### src/rtl/fifo_pkg.sv
// Shared constants and helpers for the synchronous FIFO slice.
//   DEF_WIDTH  : default data word width
//   DEF_ADDR_W : default address width (DEPTH = 2**ADDR_W)
//   ptr_width(): pointer width for a given address width (one extra wrap bit)
package fifo_pkg;

    localparam int DEF_WIDTH  = 8;
    localparam int DEF_ADDR_W = 4;

    // Pointers carry one bit above the address so full and empty can be told apart.
    function automatic int ptr_width(input int addr_w);
        return addr_w + 1;
    endfunction

endpackage

### src/rtl/sync_fifo_if.sv
// Handshake and status bundle between a FIFO user (master) and the FIFO (slave).
//   clr, wr, wr_data, rd             : requests from the user
//   rd_data, rd_valid                : registered read return
//   full, empty, almost_full,
//   almost_empty, count              : registered occupancy status
//   overflow, underflow              : sticky error flags
interface sync_fifo_if #(
    parameter int WIDTH  = fifo_pkg::DEF_WIDTH,
    parameter int ADDR_W = fifo_pkg::DEF_ADDR_W
);
    logic              clr;
    logic              wr;
    logic [WIDTH-1:0]  wr_data;
    logic              rd;
    logic [WIDTH-1:0]  rd_data;
    logic              rd_valid;
    logic              full;
    logic              empty;
    logic              almost_full;
    logic              almost_empty;
    logic [ADDR_W:0]   count;
    logic              overflow;
    logic              underflow;

    modport master (
        output clr, wr, wr_data, rd,
        input  rd_data, rd_valid, full, empty, almost_full, almost_empty,
               count, overflow, underflow
    );

    modport slave (
        input  clr, wr, wr_data, rd,
        output rd_data, rd_valid, full, empty, almost_full, almost_empty,
               count, overflow, underflow
    );
endinterface

### src/rtl/fifo_mem.sv
// Simple dual-port storage for the FIFO: synchronous write, registered read.
//   clk, rst : clock; rst clears only the read register, never the array
//   we, waddr, wdata : write port
//   re, raddr, rdata : read port, rdata updates the cycle after re and holds otherwise
// A read and write to the same address in one cycle returns the old word.
module fifo_mem #(
    parameter int WIDTH  = 8,
    parameter int ADDR_W = 4
) (
    input  logic              clk,
    input  logic              rst,
    input  logic              we,
    input  logic [ADDR_W-1:0] waddr,
    input  logic [WIDTH-1:0]  wdata,
    input  logic              re,
    input  logic [ADDR_W-1:0] raddr,
    output logic [WIDTH-1:0]  rdata
);
    localparam int DEPTH = 2 ** ADDR_W;

    logic [WIDTH-1:0] mem_r [DEPTH];
    logic [WIDTH-1:0] rdata_r;

    // Storage array write port; contents survive reset and flush.
    always_ff @(posedge clk) begin
        if (we) begin
            mem_r[waddr] <= wdata;
        end
    end

    // Registered read port; holds its last value when no read is issued.
    always_ff @(posedge clk) begin
        if (rst) begin
            rdata_r <= '0;
        end else if (re) begin
            rdata_r <= mem_r[raddr];
        end else begin
            rdata_r <= rdata_r;
        end
    end

    assign rdata = rdata_r;

endmodule

### src/rtl/sync_fifo.sv
// Synchronous FIFO: pointer/flag control around a fifo_mem storage block.
//   clk : rising-edge clock
//   rst : synchronous active-high reset, dominates everything
//   bus : sync_fifo_if slave (clr/wr/rd requests, data, registered status)
// All status outputs are computed from the next pointer values and registered,
// so count and every flag change in the same cycle as the pointers.
module sync_fifo
    import fifo_pkg::*;
#(
    parameter int WIDTH    = DEF_WIDTH,
    parameter int ADDR_W   = DEF_ADDR_W,
    parameter int AF_LEVEL = (2 ** ADDR_W) - 2,
    parameter int AE_LEVEL = 2
) (
    input  logic      clk,
    input  logic      rst,
    sync_fifo_if.slave bus
);
    localparam int DEPTH = 2 ** ADDR_W;
    localparam int PTR_W = ptr_width(ADDR_W);
    localparam logic [PTR_W-1:0] AF_C = PTR_W'(AF_LEVEL);
    localparam logic [PTR_W-1:0] AE_C = PTR_W'(AE_LEVEL);

    if (ADDR_W < 1 || AE_LEVEL <= 0 || AE_LEVEL >= AF_LEVEL || AF_LEVEL >= DEPTH) begin : g_bad_params
        $error("sync_fifo: illegal parameters, need ADDR_W>=1 and 0 < AE_LEVEL < AF_LEVEL < DEPTH");
    end

    logic [PTR_W-1:0] wr_ptr_r;
    logic [PTR_W-1:0] rd_ptr_r;
    logic [PTR_W-1:0] count_r;
    logic             full_r;
    logic             empty_r;
    logic             almost_full_r;
    logic             almost_empty_r;
    logic             overflow_r;
    logic             underflow_r;
    logic             rd_valid_r;

    logic             rd_acc_s;
    logic             wr_acc_s;
    logic [PTR_W-1:0] wr_ptr_nxt_s;
    logic [PTR_W-1:0] rd_ptr_nxt_s;
    logic [PTR_W-1:0] count_nxt_s;
    logic             full_nxt_s;
    logic             empty_nxt_s;
    logic             overflow_nxt_s;
    logic             underflow_nxt_s;
    logic             mem_we_s;
    logic             mem_re_s;

    // A simultaneous read frees a slot, so a write on full is still taken.
    assign rd_acc_s = bus.rd & ~empty_r;
    assign wr_acc_s = bus.wr & (~full_r | rd_acc_s);

    // Next pointer, occupancy and flag values derived from this cycle's accepts.
    always_comb begin
        wr_ptr_nxt_s    = wr_ptr_r;
        rd_ptr_nxt_s    = rd_ptr_r;
        if (wr_acc_s) begin
            wr_ptr_nxt_s = wr_ptr_r + PTR_W'(1);
        end else begin
            wr_ptr_nxt_s = wr_ptr_r;
        end
        if (rd_acc_s) begin
            rd_ptr_nxt_s = rd_ptr_r + PTR_W'(1);
        end else begin
            rd_ptr_nxt_s = rd_ptr_r;
        end
        // Modular difference of wrap-bit pointers yields 0..DEPTH directly.
        count_nxt_s     = wr_ptr_nxt_s - rd_ptr_nxt_s;
        empty_nxt_s     = (wr_ptr_nxt_s == rd_ptr_nxt_s);
        full_nxt_s      = (wr_ptr_nxt_s[ADDR_W-1:0] == rd_ptr_nxt_s[ADDR_W-1:0]) &&
                          (wr_ptr_nxt_s[ADDR_W] != rd_ptr_nxt_s[ADDR_W]);
        overflow_nxt_s  = overflow_r | (bus.wr & full_r & ~rd_acc_s);
        underflow_nxt_s = underflow_r | (bus.rd & empty_r);
    end

    // Control state: reset dominates flush, flush dominates wr/rd.
    always_ff @(posedge clk) begin
        if (rst || bus.clr) begin
            wr_ptr_r       <= '0;
            rd_ptr_r       <= '0;
            count_r        <= '0;
            full_r         <= 1'b0;
            empty_r        <= 1'b1;
            almost_full_r  <= 1'b0;
            almost_empty_r <= 1'b1;
            overflow_r     <= 1'b0;
            underflow_r    <= 1'b0;
            rd_valid_r     <= 1'b0;
        end else begin
            wr_ptr_r       <= wr_ptr_nxt_s;
            rd_ptr_r       <= rd_ptr_nxt_s;
            count_r        <= count_nxt_s;
            full_r         <= full_nxt_s;
            empty_r        <= empty_nxt_s;
            almost_full_r  <= (count_nxt_s >= AF_C);
            almost_empty_r <= (count_nxt_s <= AE_C);
            overflow_r     <= overflow_nxt_s;
            underflow_r    <= underflow_nxt_s;
            rd_valid_r     <= rd_acc_s;
        end
    end

    // Flush and reset cancel any storage access in the same cycle.
    assign mem_we_s = wr_acc_s & ~bus.clr & ~rst;
    assign mem_re_s = rd_acc_s & ~bus.clr & ~rst;

    fifo_mem #(
        .WIDTH  (WIDTH),
        .ADDR_W (ADDR_W)
    ) u_mem (
        .clk   (clk),
        .rst   (rst),
        .we    (mem_we_s),
        .waddr (wr_ptr_r[ADDR_W-1:0]),
        .wdata (bus.wr_data),
        .re    (mem_re_s),
        .raddr (rd_ptr_r[ADDR_W-1:0]),
        .rdata (bus.rd_data)
    );

    assign bus.rd_valid     = rd_valid_r;
    assign bus.full         = full_r;
    assign bus.empty        = empty_r;
    assign bus.almost_full  = almost_full_r;
    assign bus.almost_empty = almost_empty_r;
    assign bus.count        = count_r;
    assign bus.overflow     = overflow_r;
    assign bus.underflow    = underflow_r;

endmodule

### src/flat_wrapper.sv
// flat-port wrapper written by rule: the top's interface ports become plain ports
module sync_fifo_flat import fifo_pkg::*;
#(
    parameter int WIDTH    = DEF_WIDTH,
    parameter int ADDR_W   = DEF_ADDR_W,
    parameter int AF_LEVEL = (2 ** ADDR_W) - 2,
    parameter int AE_LEVEL = 2
)
  (clk, rst, bus_clr, bus_wr, bus_wr_data, bus_rd, bus_rd_data, bus_rd_valid, bus_full, bus_empty, bus_almost_full, bus_almost_empty, bus_count, bus_overflow, bus_underflow);
  sync_fifo_if #(.WIDTH(WIDTH), .ADDR_W(ADDR_W)) bus_i ();
  input  logic clk;
  input  logic rst;
  input wire logic [$bits(bus_i.clr)-1:0] bus_clr;
  input wire logic [$bits(bus_i.wr)-1:0] bus_wr;
  input wire logic [$bits(bus_i.wr_data)-1:0] bus_wr_data;
  input wire logic [$bits(bus_i.rd)-1:0] bus_rd;
  output wire logic [$bits(bus_i.rd_data)-1:0] bus_rd_data;
  output wire logic [$bits(bus_i.rd_valid)-1:0] bus_rd_valid;
  output wire logic [$bits(bus_i.full)-1:0] bus_full;
  output wire logic [$bits(bus_i.empty)-1:0] bus_empty;
  output wire logic [$bits(bus_i.almost_full)-1:0] bus_almost_full;
  output wire logic [$bits(bus_i.almost_empty)-1:0] bus_almost_empty;
  output wire logic [$bits(bus_i.count)-1:0] bus_count;
  output wire logic [$bits(bus_i.overflow)-1:0] bus_overflow;
  output wire logic [$bits(bus_i.underflow)-1:0] bus_underflow;
  assign bus_i.clr = bus_clr;
  assign bus_i.wr = bus_wr;
  assign bus_i.wr_data = bus_wr_data;
  assign bus_i.rd = bus_rd;
  assign bus_rd_data = bus_i.rd_data;
  assign bus_rd_valid = bus_i.rd_valid;
  assign bus_full = bus_i.full;
  assign bus_empty = bus_i.empty;
  assign bus_almost_full = bus_i.almost_full;
  assign bus_almost_empty = bus_i.almost_empty;
  assign bus_count = bus_i.count;
  assign bus_overflow = bus_i.overflow;
  assign bus_underflow = bus_i.underflow;
  sync_fifo #(.WIDTH(WIDTH), .ADDR_W(ADDR_W), .AF_LEVEL(AF_LEVEL), .AE_LEVEL(AE_LEVEL)) u_core (.clk(clk), .rst(rst), .bus(bus_i));
endmodule
### config.mk
export PLATFORM = sky130hd
export DESIGN_NAME = sync_fifo_flat
export DESIGN_NICKNAME = d
export VERILOG_FILES = /design/src/rtl/fifo_pkg.sv /design/src/rtl/sync_fifo_if.sv /design/src/rtl/fifo_mem.sv /design/src/rtl/sync_fifo.sv /design/src/flat_wrapper.sv
export SDC_FILE = /design/constraint.sdc
export NUM_CORES = 1
export LEC_CHECK = 0
export CAP_MARGIN = 20
export CORE_ASPECT_RATIO = 1.75
export CORE_MARGIN = 4
export CORE_UTILIZATION = 59
export CTS_CLUSTER_SIZE = 14
export DETAILED_ROUTE_END_ITERATION = 16
export GPL_TIMING_DRIVEN = 0
export PLACE_DENSITY = 0.79
export SLEW_MARGIN = 20
export SYNTH_ARGS = -nofsm -noshare
export SYNTH_HDL_FRONTEND = slang
export SYNTH_HIERARCHICAL = 1
export SYNTH_SLANG_ARGS = --single-unit
### constraint.sdc
create_clock -name clk -period 4.11 [get_ports clk]
set_clock_uncertainty 0.1 [all_clocks]
set_input_delay 0.6165 -clock clk [delete_from_list [all_inputs] [get_ports clk]]
set_output_delay 0.6165 -clock clk [all_outputs]
set_load 0.02 [all_outputs]
; ---- Yosys cells after proc, flatten, opt, wreduce, memory -nomap -nowiden
; Memories as Yosys holds them, arrays and structs flattened. A register that Yosys moved wholly into a read port is not among the register bits.
; Index checks and enable logic that the tools add are counted.
[op_classes]
muxes = 4
div = 0
mul = 0
reduce_logical = 2
add_sub_neg = 3
n_eq_ne = 3
order_cmp = 2
shift = 0
bitwise_logic = 17
[op_table]
columns = operator, n
row1 = $add 5x1->5 const B, 2
row2 = $mux 5, 2
row3 = $and 1x1->1, 9
row4 = $eq 5x5->1, 1
row5 = $ge 5x4->1 const B, 1
row6 = $le 5x2->1 const B, 1
row7 = $not 1->1, 5
row8 = $sub 5x5->5, 1
row9 = $eq 4x4->1, 1
row10 = $or 1x1->1, 3
row11 = $mux 1, 2
row12 = $logic_and 1x1->1, 1
row13 = $logic_or 1x1->1, 1
row14 = $ne 1x1->1, 1
[word_totals]
reg_bits = 22
latchBits = 0
rom_bits = 0
mem_count = 1
word_cells = 42
mem_bits_rw = 128
inputBits = 13
output_inout_bits = 20
[mem_list]
columns = memory, depth, width, rd, rd_clocked_by_memory_dff, wr, line
row1 = u_core.u_mem.mem_r, 16, 8, 1, 1, 1, fifo_mem.sv:21  ; logic [WIDTH-1:0] mem_r [DEPTH];

; ---- Logic depth before layout (Yosys ltp)
; Gate-level depths: netlist of the first run.
[logic_depth]
word_depth = 8
ltp_mapped = 13
mapped_depth_nobuf = 11

; ---- Hierarchy
; The synthesis of the first run kept the hierarchy.
[by_module_without_submodules]
columns = module, n_inst, cells_each, seq_area_each_um2, area_each_um2
row1 = fifo_mem, 1, 316, 4003.8, 5343.9
row2 = sync_fifo, 1, 118, 440.4, 1078.5

; ---- Worst setup path after synthesis of the first run
; Ideal clock, no wire load.
[synth_timing]
kind = input to register
from = input port bus_clr
to = memory u_core.u_mem.mem_r[0][0], enable pin
cell_stages = 6
required_ns = 3.627
n_path_buf = 2
setup_ns = 0.383
arrival_time_ns = 2.579
slack_ns = 1.048
cell_sequence = or2_2 > clkbuf_1 > clkbuf_1 > nor2_1 > or3b_2 > nor3_1
[synth_between]
elab_chain_len = 5
[synth_rtl]
columns = element, line
row1 = "start, declared", flat_wrapper.sv:13  ; input wire logic [$bits(bus_i.clr)-1:0] bus_clr;
row2 = $not 1->1, sync_fifo.sv:106  ; assign mem_we_s = wr_acc_s & ~bus.clr & ~rst;
row3 = $and 1x1->1 (2 in a row), sync_fifo.sv:106
row4 = net u_core.mem_we_s, sync_fifo.sv:48  ; logic mem_we_s;
row5 = $mux 1, fifo_mem.sv:26  ; if (we) begin
row6 = $mux 1 (implied by the code), fifo_mem.sv:27  ; mem_r[waddr] <= wdata;
row7 = "end, declared", fifo_mem.sv:21
; The timed path passes the listed nets, and every way through them passes these cells.

; ---- Final worst setup path of the first run
[layout_timing]
from = input port rst
to = memory u_core.u_mem.mem_r[1][2], enable pin
[layout_between]
elab_chain_len = 4
[layout_rtl]
columns = element, line
row1 = "start, declared", flat_wrapper.sv:12  ; input logic rst;
row2 = $not 1->1, sync_fifo.sv:106
row3 = $and 1x1->1, sync_fifo.sv:106
row4 = net u_core.mem_we_s, sync_fifo.sv:48
row5 = $mux 1, fifo_mem.sv:26
row6 = $mux 1 (implied by the code), fifo_mem.sv:27
; The timed path passes the listed nets, and every way through them passes these cells.

==> results of run 1 <==
per-stage QoR:
step	cell area [µm²]	setup WS, ps	setup TNS, ps
after floorplan	6420	1050	0
after global placement	6910	-20.0	-156
after global routing	7490	466	0
after CTS	7490	637	0
after detailed placement	6930	183	0
final	7490	633	0
cell usage in the layout (no fill, tap or decap), types with 5 or more instances in the layout:
cell,n
ha_1,7
nor2_1,34
clkdlybuf4s50_1,32
dfxtp_1,30
and2_1,5
xnor2_1,5
nor3_1,5
a21oi_1,12
buf_2,7
nand2b_1,6
clkbuf_16,17
nand2_1,23
a22oi_1,24
edfxtp_1,128
mux2i_1,65
nand3_1,27
synth_stat cells, types with 2 or more instances:
| cell | instances |
|---|---|
| buf_8 | 3 |
| edfxtp_1 | 128 |
| buf_6 | 3 |
| nor2_1 | 34 |
| nand3_1 | 27 |
| nand2b_1 | 6 |
| nand3b_1 | 3 |
| o21ai_0 | 2 |
| nand2_1 | 23 |
| a31oi_1 | 2 |
| nand4_1 | 4 |
| mux2i_1 | 65 |
| dfxtp_1 | 30 |
| buf_2 | 7 |
| xnor2_1 | 5 |
| clkbuf_1 | 2 |
| xor2_1 | 2 |
| ha_1 | 7 |
| or2_2 | 2 |
| nor3_1 | 9 |
| buf_12 | 2 |
| a21oi_1 | 12 |
| xnor2_2 | 2 |
| a22oi_1 | 24 |
| nor2b_1 | 4 |
| inv_1 | 4 |
| and2_1 | 5 |
state kept, by name, indices dropped and copies added, names as in the netlist:
name / count
u_core/bus.almost_empty: 1
u_core/bus.almost_full: 1
u_core/bus.count: 5
u_core/bus.empty: 1
u_core/bus.full: 1
u_core/bus.overflow: 1
u_core/bus.rd_valid: 1
u_core/bus.underflow: 1
u_core/rd_ptr_r: 5
u_core/u_mem/mem_r: 128
u_core/u_mem/rdata: 8
u_core/wr_ptr_r: 5
per-layer routing:
metal,GRT usage,routed length [µm],share of wire,up-vias
met5,0,0,0,-
met4,0.115,531,0.039,0
met3,0.0553,711,0.053,36
met2,0.410,7440,0.55,171
met1,0.245,4830,0.36,1856
li1,-,-,-,1735
worst max-delay path, delay by kind of cell:
| kind | cells | cell delay, ps |
|---|---|---|
| buffers and inverters | 3 | 1010 |
| and+or+nand+nor | 4 | 1780 |
report_power, final:
group          switching [mW]  leakage, nW  internal [mW]
sequential            0.00628         1.39           1.74
combinational          0.0638        0.771         0.0389
clock                   0.625        0.264          0.841
total                   0.695         2.43           2.62
cell type report:
type                    count  area [µm²]
repair buffers             32         320
clock inverters            14         135
plain buffers              18         166
clock buffers              18         429
flip-flops and latches    158        4440
inverters                   5        18.8
fillers                   676        3210
well taps                 130         163
multi-input cells         253        1810
kinds of logic (layout without fill, tap and decap cells):
| logic type | count (synthesis) | in the layout | synth area share |
|---|---|---|---|
| buffers and inverters | 23 | 87 | 0.0288 |
| AND/OR/NAND/NOR | 123 | 123 | 0.0945 |
| AO/OA/AOI/OAI | 47 | 47 | 0.0509 |
| XOR/XNOR | 10 | 10 | 0.0171 |
| multiplexers | 66 | 66 | 0.103 |
| flip-flops | 158 | 158 | 0.692 |
| adder cells (fa/ha/maj) | 7 | 7 | 0.0136 |
worst paths after layout:
kind                                         to  depth (start not counted)  slack, ps                               start
max reg2reg   u_core/bus.almost_full$_SDFF_PP0_                         12       1130       u_core/wr_ptr_r[1]$_SDFF_PP0_
min reg2reg  u_core/u_mem/rdata[0]$_SDFFE_PP0P_                          2        360  u_core/u_mem/rdata[0]$_SDFFE_PP0P_
min          u_core/u_mem/rdata[0]$_SDFFE_PP0P_                          2        360  u_core/u_mem/rdata[0]$_SDFFE_PP0P_
max          u_core/u_mem/mem_r[1][2]$_DFFE_PP_                          7        630                                 rst
==> qor.csv, run 1 <==
metric;value;unit
status;finished clean;
initial antenna violation count;0;
Crit Path Max Fanout;10;
Synth area leaders;edfxtp_1 60%, mux2i_1 10%, dfxtp_1 9.4%, a22oi_1 2.8%, nand3_1 2.1%;
Max-slew headroom;0.404;
largest net degree at the start of global routing;17;
post-CTS sizing;0;
port bufs;32;
drt wl/cell;21.5;µm
placed insts;596;
number of global-route vias before repair;3931;
RSZ-0062 raised after global routing;false;
fin util;0.700;
fmax;288;MHz
Yosys top cell area share;0.598;
drt via density;6.05;
Post-Syn Area;6420;µm²
post-synth cell types;44;
CTS tree;built;
Die X;86.9;µm
Max Root-Sink Buffers;2;
PD cells;442;nW/µm²
HP Class;flop to flop;
Worst Max-Slew Pin Slew;891;ps
die footprint;12700;µm²
CP startpoint kind;primary input;
GPL Wtd Cong;0.861;
final-report hold violation count;0;
fin crit share;0.846;
Mapped Nets;454;
gr usage total;0.230;
Final ANT Viol Nets;0;
CP Class;primary input to flop;
Chip Height;146;µm
total power;3.31;mW
number of flops mapped to enable cells by yosys;128;
CP endpoint kind;flop;
cts hold-fix bufs;0;
H-tree levels;4;
via count;3798;
Min Hold Slack;361;ps
fin nets;505;
Seq/Total Area, Yosys;0.692;
Pleak;2.43;nW
worst skew pair latency;420;ps
synthesis-stage register bit count;158;
final cell count without fillers;628;
cells along the critical path;clkdlybuf4s50_1 -> or2_2 -> clkbuf_1 -> clkbuf_1 -> nor2_1 -> or3b_2 -> nor2_1;
Synth Warn #;6;
first-pass GRT wire length;21.0;mm
post-detail-place hpwl;9.21;mm
FP Rows;50;
Residual DRC;0;
mean cell area of the mapped netlist;14.8;µm²
share of layout cells above drive strength 1;0.127;
post-CTS setup buffers;0;
slowest stage delay, CP;690;ps
core area;10700;µm²
# IOs;33;
Syn Inst Count;434;
Initial Util;0.600;
routed wire length;13.5;mm
drt first pass iters;5;
Worst Path Arrival;3420;ps
post-route minimum period;3480;ps
TritonCTS buffer count;17;
clock slew at reported path FFs;60;ps
ant diodes;0;
CP max stage cell;nor2_1;
WP data required;4060;ps
Max Cap Violations;0;
root buffer cell;clkbuf_16;
area leader, netlist;edfxtp_1;
gr ovfl total;0;
final setup vio count;0;
Worst VDD drop;0.371;mV
Async S/R FF share, synth;0;
Main synth FF type;edfxtp_1;
CTS sink count;158;
drt first-iter violations;278;
synth-to-layout area growth;16.6;%
fin. max-slew vios;0;
(Power assumes the default switching activity.)
==> inputs of run 2 (changes only) <==
- CORE_UTILIZATION: 59 -> 54
- PLACE_DENSITY: 0.79 -> 0.76
- clock period: 4.11 -> 3.15 ns (I/O delays scaled with it)
==> run 2 against run 1 <==
  * Worst hold slack got worse by 2.6 ps
  * Sequential share of layout area fell by 0.87 points
  * Worst setup slack got worse by 450 ps
  * Clock-buffer cell count rose by 4
  * Critical path depth rose by 1
  * Utilization fell by 4.4 points
  * Critical endpoint is now u_core/u_mem/mem_r[0][2]$_DFFE_PP_
==> qor.csv, run 2 (synthesis gave the netlist of run 1 again) <==
metric;value;unit
RR Endpoint;u_core/bus.almost_full$_SDFF_PP0_;
synth-to-layout area growth;18.4;%
share of layout cells above drive strength 1;0.146;
# IOs;33;
worst skew pair latency;410;ps
placed cell area;6930;µm²
ant diodes;0;
clock slew at reported path FFs;60;ps
slowest stage delay, CP;610;ps
drt first-iter violations;271;
Crit Path Max Fanout;10;
final setup TNS;0;ps
gr ovfl total;0;
Critical Path Start;rst;
PD cells;586;nW/µm²
GPL Wtd Cong;0.827;
drt wl/cell;21.6;µm
Residual DRC;0;
fmax;337;MHz
total power;4.46;mW
Worst Path Arrival;2990;ps
final setup vio count;0;
R2R setup slack;230;ps
Chip Height;152;µm
Hold Path Depth;2;
CP max stage cell;or3b_2;
most frequent cells in the layout;128 x edfxtp_1, 65 x mux2i_1, 32 x clkdlybuf4s50_1;
CP Class;primary input to flop;
Pleak;2.46;nW
number of global-route vias before repair;3981;
routed wire length;13.7;mm
Initial Util;0.555;
port bufs;32;
Final ANT Viol Nets;0;
fin nets;506;
HP Start;u_core/u_mem/rdata[4]$_SDFFE_PP0P_;
Largest register FFs;128;
status;finished clean;
H-tree levels;4;
hold path endpoint;u_core/u_mem/rdata[4]$_SDFFE_PP0P_;
final-report hold violation count;0;
CP endpoint kind;flop;
HP Class;flop to flop;
Die X;90.4;µm
CP top delay family;simple AND/OR/NAND/NOR gates;
most common cell after layout, fill and taps aside;edfxtp_1;
drt via density;5.88;
CTS sink count;158;
initial antenna violation count;0;
WP data required;3170;ps
Max-slew headroom;0.491;
largest net degree at the start of global routing;17;
fin. max-slew vios;0;
core area;11600;µm²
Reg with most FFs;u_core/u_mem/mem_r;
FP Rows;52;
fin util;0.656;
post-detail-place hpwl;9.40;mm
Worst VDD drop;0.422;mV
via count;3725;
Min Hold Slack;359;ps
first-pass GRT wire length;21.7;mm
design area;7600;µm²
cells along the critical path;clkdlybuf4s50_1 -> or2_2 -> clkbuf_1 -> clkbuf_2 -> nor2_2 -> or3b_2 -> nor3_4 -> buf_12;
Worst Max-Slew Pin Slew;760;ps
RSZ-0062 raised after global routing;false;
drt first pass iters;4;
R2R cell count;12;
TritonCTS buffer count;17;
Max Cap Violations;0;
post-route minimum period;2970;ps
die footprint;13800;µm²
root buffer cell;clkbuf_16;
fin crit share;0.942;
CTS tree;built;
Buf+Inv Stages, Crit Path;4;
Max Root-Sink Buffers;2;
R2R Path Start;u_core/wr_ptr_r[1]$_SDFF_PP0_;
gr usage total;0.210;
CP startpoint kind;primary input;
[run 2: cell count changes in the layout (fill, tap and decap cells not counted), sizes merged]
| cell | delta |
|---|---|
| clkbuf | +4 |
| bufinv | +2 |
| clkinvlp | -2 |
| inv | -4 |
| buf | +1 |
[run 2: tightest hold or removal path, cell delays in order, from the launching register on]
cell and delay, ps:
dfxtp_1 330, nand2_1 50, nand3_1 50
[run 2: how the worst max path moves through the flow]
stage / to / slack (ps) / depth (start not counted)
after floorplan: u_core/u_mem/mem_r[0][0]$_DFFE_PP_ / 230 / 6
after global placement: u_core/u_mem/mem_r[0][2]$_DFFE_PP_ / -850 / 7
after detailed placement: u_core/u_mem/mem_r[1][5]$_DFFE_PP_ / -650 / 7
after CTS: u_core/u_mem/mem_r[3][2]$_DFFE_PP_ / 1 / 7
after global routing: u_core/bus.almost_empty$_SDFF_PP1_ / 5 / 12
final: u_core/u_mem/mem_r[0][2]$_DFFE_PP_ / 180 / 8
[run 2: metal layers]
metal / wire [µm] / GRT usage / share of wire / up-vias
met2: 7490 / 0.375 / 0.55 / 125
met1: 5020 / 0.226 / 0.37 / 1830
met5: 0 / 0 / 0 / -
li1: - / - / - / 1741
met3: 640 / 0.0435 / 0.047 / 29
met4: 565 / 0.126 / 0.041 / 0
[run 2: layout make-up]
class | instances | area [µm²]
Clock inverter | 10 | 138
Clock buffer | 22 | 464
Fill cell | 824 | 3980
Inverter | 5 | 18.8
Timing Repair Buffer | 33 | 340
Tap cell | 135 | 169
Sequential cell | 158 | 4440
Buffer | 18 | 168
Multi-Input combinational cell | 253 | 1860
[run 2: timing repair]
action,in CTS,in global routing
buffers inserted,0,1
hold buffers,0,0
endpoints found under the hold margin,0,0
resized for setup,5,11
setup endpoints to repair,32,105
pin swaps,0,1
[run 2: report_power, final]
| group | internal, mW | leakage, nW | switching, mW |
|---|---|---|---|
| logic | 0.0531 | 0.778 | 0.0864 |
| registers | 2.27 | 1.39 | 0.00822 |
| clock network | 1.29 | 0.290 | 0.757 |
| total | 3.61 | 2.46 | 0.851 |
[run 2: metrics by stage]
step	cells	worst slack [ps]
floorplan	434	232
global placement	601	-854
detailed placement	601	-646
CTS	633	1.22
global route	634	4.69
finish	634	183
==> inputs of run 3 (changes only) <==
- CTS_CLUSTER_SIZE: 14 -> 40
- SKIP_LAST_GASP: default -> 1
==> run 3 against run 2 <==
  * Total power about the same
  * Worst hold slack about the same
  * Global-route usage about the same
  * Combinational power hardly changed
  * Highest routed layer unchanged
  * Register-to-register slack gained 160 ps
  * Wire length down 0.28%
  * Clock power is essentially flat
  * First-iteration DRC count decreased by 1.1%
  * Final cell count stayed put
  * Utilization barely moved
  * Sequential share of layout area is 0.062 points higher
==> qor.csv, run 3 (synthesis gave the netlist of run 1 again) <==
metric;value;unit
status;finished clean;
switching share of power;0.191;
Worst Max-Slew Pin Slew;755;ps
Place WS;-646;ps
number of global-route vias before repair;3978;
synth-to-layout area growth;18.3;%
Final ANT Viol Nets;0;
most frequent cells in the layout;128 x edfxtp_1, 65 x mux2i_1, 32 x clkdlybuf4s50_1;
Clk pwr share;0.458;
worst skew pair latency;410;ps
fin crit share;0.976;
H-tree levels;4;
Die X;90.4;µm
Pint;3.61;mW
Residual DRC;0;
PD cells;587;nW/µm²
fin util;0.656;
fmax;325;MHz
final setup vio count;0;
WP data required;3100;ps
drt first-iter violations;268;
CTS sink count;158;
GPL Wtd Cong;0.827;
clock slew at reported path FFs;60;ps
total power;4.46;mW
Max-slew headroom;0.494;
final-report hold violation count;0;
via count;3704;
gr ovfl total;0;
root buffer cell;clkbuf_16;
Max Cap Violations;0;
drt wl/cell;21.6;µm
share of layout cells above drive strength 1;0.148;
fillcell total;824;
Gate power share;0.031;
post-route minimum period;3080;ps
# IOs;33;
Reg with most FFs;u_core/u_mem/mem_r;
gr usage total;0.211;
fin nets;506;
most common cell after layout, fill and taps aside;edfxtp_1;
TritonCTS buffer count;17;
drt first pass iters;4;
Pleak;2.46;nW
Crit Path Max Fanout;10;
drt via density;5.84;
CTS tree;built;
first-pass GRT wire length;21.7;mm
Net Sw Power;0.851;mW
core area;11600;µm²
CP endpoint kind;flop;
Seq pwr share;0.511;
Chip Height;152;µm
fin. max-slew vios;0;
port bufs;32;
Largest register FFs;128;
CP startpoint kind;primary input;
setup ws final;74.3;ps
post-detail-place hpwl;9.40;mm
Worst Path Arrival;3030;ps
Max Root-Sink Buffers;2;
HP Class;flop to flop;
Initial Util;0.555;
largest net degree at the start of global routing;17;
ant diodes;0;
R2R setup slack;390;ps
routed wire length;13.7;mm
initial antenna violation count;0;
Worst VDD drop;0.410;mV
die footprint;13800;µm²
RSZ-0062 raised after global routing;true;
CP Class;primary input to flop;
FP Rows;52;
run 3: cell count changes in the layout (fill, tap and decap cells not counted):
cell     previous run  this run
dfxtp_2             0         2
nor2_2              7         8
nor2_1             24        25
nor3_4              1         2
nor3_2              3         2
nor2_4              3         1
dfxtp_1            30        28
run 3: worst paths after layout:
path / start / end / cells after the start
worst max register to register: u_core/wr_ptr_r[1]$_SDFF_PP0_ / u_core/bus.almost_full$_SDFF_PP0_ / 12
worst min-delay path: u_core/u_mem/rdata[4]$_SDFFE_PP0P_ / u_core/u_mem/rdata[4]$_SDFFE_PP0P_ / 2
worst min register to register: u_core/u_mem/rdata[4]$_SDFFE_PP0P_ / u_core/u_mem/rdata[4]$_SDFFE_PP0P_ / 2
worst max-delay path: rst / u_core/u_mem/mem_r[3][2]$_DFFE_PP_ / 7
run 3: repair_timing:
item,CTS,global route
pin swaps,0,0
setup endpoints to repair,32,105
hold buffers,0,0
buffers inserted,0,1
resized for setup,4,12
run 3: power by group through the flow:
stage          Combinational, mW  Sequential (mW)  Clock, mW
4_1_cts                    0.137             2.27       2.08
5_1_grt                    0.152             2.28       2.17
3_3_place_gp               0.130             2.32          0
3_5_place_dp               0.135             2.32          0
6_report                   0.140             2.28       2.04
2_1_floorplan             0.0530             2.32          0
run 3: stage by stage:
stage	instances	hold WS (ps)	cell area (µm²)	setup TNS, ps
2_1_floorplan	434	432	6420	0
3_3_place_gp	601	344	6910	-44500
3_5_place_dp	601	347	6930	-48410
4_1_cts	633	361	7550	-13.1
5_1_grt	634	382	7600	-1290
6_report	634	358	7600	0
run 3: area by class of cell:
class | count | area, µm² | area share
timing repair buffer | 33 | 340 | 0.0448
multi-input combinational | 253 | 1850 | 0.244
clock buffer | 22 | 464 | 0.0611
tap | 135 | 169 | 0.0222
clock inverter | 10 | 138 | 0.0181
inverter | 5 | 18.8 | 0.00247
buffer | 18 | 168 | 0.0221
sequential | 158 | 4450 | 0.585
run 3: routing by layer:
layer,vias up,part of all wire,track usage
met2,112,0.54,0.382
met5,-,0,0
met4,0,0.048,0.115
met1,1820,0.37,0.226
li1,1742,-,-
met3,30,0.042,0.0435
run 3: worst max-delay path, stage by stage:
cell and delay (ps):
clkdlybuf4s50_1 490, or2_2 300, clkbuf_1 230, clkbuf_2 270
nor2_1 250, or3b_2 590, nor2_2 420
